==> config.mk <==
export PLATFORM = sky130hd
export DESIGN_NAME = regfile_mp_flat
export DESIGN_NICKNAME = d
export VERILOG_FILES = /design/src/rtl/regfile_mp_if.sv /design/src/rtl/regfile_mp.sv /design/src/flat_wrapper.sv
export SDC_FILE = /design/constraint.sdc
export NUM_CORES = 2
export LEC_CHECK = 0
export BUFFER_PORTS_ARGS = -buffer_cell sky130_fd_sc_hd__buf_2
export CAP_MARGIN = 15
export CORE_ASPECT_RATIO = 2
export CORE_UTILIZATION = 40
export DETAILED_ROUTE_END_ITERATION = 10
export PLACE_DENSITY = 0.68
export SLEW_MARGIN = 15
export SYNTH_ARGS = -nofsm -noshare
export SYNTH_HDL_FRONTEND = slang
export SYNTH_SLANG_ARGS = --single-unit
==> constraint.sdc <==
create_clock -name clk -period 2.1 [get_ports clk]
set_input_delay 0.42 -clock clk [delete_from_list [all_inputs] [get_ports clk]]
set_output_delay 0.42 -clock clk [all_outputs]
set_load 0.02 [all_outputs]
==> src/rtl/regfile_mp_if.sv <==
// Bundle of the register file's write, read and reserve ports.
// The core drives the master side and the register file sits on the slave side.
interface regfile_mp_if #(
  parameter int unsigned DATA_W = 32,
  parameter int unsigned REG_W  = 5,
  parameter int unsigned NREAD  = 2,
  parameter int unsigned NWRITE = 1
);
  logic [NWRITE-1:0]        wen;
  logic [NWRITE*REG_W-1:0]  wsel;
  logic [NWRITE*DATA_W-1:0] wdat;
  logic [NREAD*REG_W-1:0]   rsel;
  logic [NREAD*DATA_W-1:0]  rdat;
  logic [NREAD-1:0]         rbusy;
  logic                     rsv_en;
  logic [REG_W-1:0]         rsv_sel;
  logic                     any_busy;

  modport master (
    output wen, wsel, wdat, rsel, rsv_en, rsv_sel,
    input  rdat, rbusy, any_busy
  );

  modport slave (
    input  wen, wsel, wdat, rsel, rsv_en, rsv_sel,
    output rdat, rbusy, any_busy
  );
endinterface

==> src/rtl/regfile_mp.sv <==
// Multi-port register file with a pending-write scoreboard; r0 reads as zero.
// Define REGFILE_MP_BYPASS_EN to forward same-cycle write data to the read ports.
module regfile_mp #(
  parameter int unsigned DATA_W = 32,
  parameter int unsigned REG_W  = 5,
  parameter int unsigned NREAD  = 2,
  parameter int unsigned NWRITE = 1
) (
  input logic         clk,
  input logic         rst,
  regfile_mp_if.slave bus
);
  localparam int unsigned NREG = 2 ** REG_W;

  logic [DATA_W-1:0] rf_q [NREG];
  logic [DATA_W-1:0] rf_d [NREG];
  logic [NREG-1:0]   pend_q, pend_d;

  logic [NREAD*DATA_W-1:0] rdat_c;
  logic [NREAD-1:0]        rbusy_c;

  // Ascending port order lets the highest write port win; reserve is applied last so a
  // new producer keeps the register pending even when the old one retires this cycle.
  always_comb begin
    logic [REG_W-1:0] ws;
    rf_d   = rf_q;
    pend_d = pend_q;
    for (int unsigned i = 0; i < NWRITE; i++) begin
      ws = bus.wsel[i*REG_W +: REG_W];
      if (bus.wen[i] && (ws != '0)) begin
        rf_d[ws]   = bus.wdat[i*DATA_W +: DATA_W];
        pend_d[ws] = 1'b0;
      end
    end
    if (bus.rsv_en && (bus.rsv_sel != '0)) begin
      pend_d[bus.rsv_sel] = 1'b1;
    end
  end

  always_ff @(posedge clk) begin
    if (rst) begin
      rf_q   <= '{default: '0};
      pend_q <= '0;
    end else begin
      rf_q   <= rf_d;
      pend_q <= pend_d;
    end
  end

  always_comb begin
    logic [REG_W-1:0] rs;
`ifdef REGFILE_MP_BYPASS_EN
    logic [REG_W-1:0] ws;
`endif
    rdat_c  = '0;
    rbusy_c = '0;
    for (int unsigned j = 0; j < NREAD; j++) begin
      rs = bus.rsel[j*REG_W +: REG_W];
      if (rs != '0) begin
        rdat_c[j*DATA_W +: DATA_W] = rf_q[rs];
        rbusy_c[j]                 = pend_q[rs];
`ifdef REGFILE_MP_BYPASS_EN
        for (int unsigned i = 0; i < NWRITE; i++) begin
          ws = bus.wsel[i*REG_W +: REG_W];
          if (bus.wen[i] && (ws == rs)) begin
            rdat_c[j*DATA_W +: DATA_W] = bus.wdat[i*DATA_W +: DATA_W];
            rbusy_c[j]                 = 1'b0;
          end
        end
`endif
      end
    end
  end

  assign bus.rdat     = rdat_c;
  assign bus.rbusy    = rbusy_c;
  assign bus.any_busy = |pend_q;
endmodule
==> src/flat_wrapper.sv <==
// flat-port wrapper written by rule: the top's interface ports become plain ports
module regfile_mp_flat 
#(
  parameter int unsigned DATA_W = 32,
  parameter int unsigned REG_W  = 5,
  parameter int unsigned NREAD  = 2,
  parameter int unsigned NWRITE = 1
)
  (clk, rst, bus_wen, bus_wsel, bus_wdat, bus_rsel, bus_rsv_en, bus_rsv_sel, bus_rdat, bus_rbusy, bus_any_busy);
  regfile_mp_if #(.DATA_W(DATA_W), .REG_W(REG_W), .NREAD(NREAD), .NWRITE(NWRITE)) bus_i ();
  input logic clk;
  input logic rst;
  input wire logic [$bits(bus_i.wen)-1:0] bus_wen;
  input wire logic [$bits(bus_i.wsel)-1:0] bus_wsel;
  input wire logic [$bits(bus_i.wdat)-1:0] bus_wdat;
  input wire logic [$bits(bus_i.rsel)-1:0] bus_rsel;
  input wire logic [$bits(bus_i.rsv_en)-1:0] bus_rsv_en;
  input wire logic [$bits(bus_i.rsv_sel)-1:0] bus_rsv_sel;
  output wire logic [$bits(bus_i.rdat)-1:0] bus_rdat;
  output wire logic [$bits(bus_i.rbusy)-1:0] bus_rbusy;
  output wire logic [$bits(bus_i.any_busy)-1:0] bus_any_busy;
  assign bus_i.wen = bus_wen;
  assign bus_i.wsel = bus_wsel;
  assign bus_i.wdat = bus_wdat;
  assign bus_i.rsel = bus_rsel;
  assign bus_i.rsv_en = bus_rsv_en;
  assign bus_i.rsv_sel = bus_rsv_sel;
  assign bus_rdat = bus_i.rdat;
  assign bus_rbusy = bus_i.rbusy;
  assign bus_any_busy = bus_i.any_busy;
  regfile_mp #(.DATA_W(DATA_W), .REG_W(REG_W), .NREAD(NREAD), .NWRITE(NWRITE)) u_core (.clk(clk), .rst(rst), .bus(bus_i));
endmodule
==> results.md <==
* Row cnt at 190
* Setup CP Type: register to primary output
* Total Routing Usage GR at 37.9%
* Crit Reg-Reg Startpoint: u_core.pend_q[5]
* Total power at 45.1 mW
* Max Fclk at 343 MHz
* Top Ports at 123
* Hold bufs inserted after CTS at 0
* Worst Skew at 0 ns
* HP Class: primary input to register
* DRC at 0
* RSZ-0062 raised after global routing: true
* Largest net degree at the start of global routing at 115
* Commonest register cell after synthesis: dfxtp_1
* Slew Viols, Final at 0
* Initial core utilization at 40.4%
* Post-route cell area at 0.0688 mm2
* Die area at 0.137 mm2
* Pleak at 23.4 nW
* Worst Setup End Kind: primary output
* Final hold vios at 0
* Max Buffers Root-to-Sink at 3
* Layout cells sized above 1 at 34.2%
* Outcome: finished with violations
* Via count at 54200
* Global-route wire length before repair at 371000 um
* Fill count at 11700
* CP required at 1.68 ns
* Clock sinks at 1056
* Final setup TNS at -40.47 ns
* Syn. warnings at 0
* Core Util, Final at 51.3%
* Post-synth EDFFs at 0
* PortBufs at 122
* Top-count cell post-synth: nand2_1
* Startpoint Class: register
* Placed instance area at 0.0619 mm2
* Mapped Area at 0.0541 mm2
* Synth Instances at 6039
* Slew headroom at 49.0%
* Total routed wirelength at 261000 um
* Number of vias per cell at 6.64
* Setup-failing EPs final at 67
* Reg-to-Reg End: u_core.pend_q[5]
* Ys async rst share at 0%
* Main area contributors after synthesis: dfxtp_1, mux4_2, nand2_1
* Detail Route Antenna Nets at 0
* Worst r2r path cells at 3
* Initial antenna violation count at 17
* CTS root buffer: clkbuf_16
* Slew @ Worst Pin at 0.765 ns
* TritonRoute pass-1 iters at 6
* Number of DRC markers in iteration 0 at 8022
* Syn nets at 6095
* Synth top area share at 39.1%
* Syn_area_per_cell at 8.96 um2
* Internal reg-to-reg setup slack at 1.26 ns
* Die width at 262 um
* Placed wire-length estimate at 169000 um
* Crit-path max FO at 2
* Synth top cells by count: nand2_1, dfxtp_1, a21oi_1
* GRT Residual Overflow at 0
* Crit path time final at 2.91 ns
* Slack of the critical path at -0.815 ns
* Hold Slack at 0.0772 ns
* # H-tree levels at 3
* Max VDD drop at 0.000640 V
* CTS tree: done
* CTS clk-pin slew, worst paths at 0.07 ns
* Vias in the first global route at 52900
* Power per standard cell area at 656 mW/mm2
* Critical path origin: u_core.rf_q[383]
* Area delta synth->final at 27.1%
* Max cap viols at 0
* Tcrit/Tclk final at 139%
* DR WL/cell at 32.0 um
* Seq/Total Area, Yosys at 39.1%
* GPL Wtd Cong at 1.01
* Core region area at 0.134 mm2
* Total CTS buffers at 90
* Setup crit end: bus_rdat[63]
* Post-synthesis register bit count at 1056
* Yosys cell types at 45
* Die H at 522 um
* Clock Latency Late Sink at 0.71 ns
* Failing checks: negative setup slack
* # nets final at 6403
* Top cell type by total area after synthesis: dfxtp_1
* Crit path DAT at 2.49 ns
==> flip-flops by register name, indices dropped and copies added (netlist names) <==
name	count
u_core.rf_q	1024
u_core.pend_q	32
==> metrics by stage <==
stage	setup WS (ns)	std cells
floorplan	-0.0834	6039
global placement	-0.877	7914
global route	-0.804	8153
CTS	-0.771	8136
detailed placement	-0.861	7914
finish	-0.815	8165
==> how the worst min path moves through the flow <==
stage	start	to	slack, ns	depth (start not counted)
2_1_floorplan	u_core.rf_q[681]	u_core.rf_q[681]	0.44	2
3_3_place_gp	u_core.rf_q[745]	u_core.rf_q[745]	0.45	2
3_5_place_dp	u_core.rf_q[745]	u_core.rf_q[745]	0.45	2
4_1_cts	rst	u_core.rf_q[68]	0.06	2
5_1_grt	rst	u_core.rf_q[378]	0.07	2
6_report	rst	u_core.rf_q[68]	0.08	2
==> worst max-delay path, cell delays in order (launching register included) <==
cell,delay (ns)
dfxtp_2,0.35
buf_4,0.11
mux2i_1,0.08
a221oi_2,0.47
o21ai_1,0.18
a311oi_2,0.38
buf_4,0.21
==> logic make-up (layout without fill, tap and decap cells) <==
group | count (synthesis) | count (layout) | synth area share [%]
compound gates | 1402 | 1402 | 14.7
buf+inv | 640 | 1025 | 5.94
flops | 1056 | 1056 | 39.1
mux | 660 | 660 | 23.5
other cells | 0 | 13 | 0
simple gates | 2281 | 2281 | 16.8
==> placed cells by master (no fill, tap or decap), drive strengths merged, types with 49 or more instances in the layout <==
cell type	netlist	layout
mux2i	132	132
a221oi	49	49
a211oi	66	66
nor2	58	58
buf	279	848
a311oi	66	66
nand2	2051	2051
a21oi	992	992
a22oi	97	97
mux2	66	66
clkbuf	359	118
mux4	462	462
o21ai	115	115
nor2b	109	109
dfxtp	1056	1056
==> cell type report <==
class / count / area, um2 / area share, %
tap: 1728 / 2160 / 3.14
multi-input combinational: 4343 / 32500 / 47.2
antenna: 13 / 32.5 / 0.0473
clock buffer: 117 / 2580 / 3.75
inverter: 2 / 12.5 / 0.0182
clock inverter: 52 / 676 / 0.982
sequential: 1056 / 21500 / 31.2
timing repair buffer: 854 / 9340 / 13.6
==> report_power, final <==
group	internal, mW	total, mW	switching (mW)
logic	2.29	5.87	3.57
clock network	10.4	19.0	8.59
registers	20.2	20.3	0.126
total	32.8	45.1	12.3
==> timing repair <==
item	4_1_cts	5_1_grt
buffers inserted	59	17
pin swaps	128	96
setup endpoints to repair	67	67
cloned	6	1
gates resized for setup	660	216
==> per-layer routing <==
metal	vias up	track usage [%]	wire, um
li1	21800	-	-
met1	26000	41.9	80300
met2	4660	59.1	117000
met3	1734	10.1	32100
met4	14	34.3	31200
met5	-	0.253	117
No activity file was read; power rests on OpenSTA's default activity.
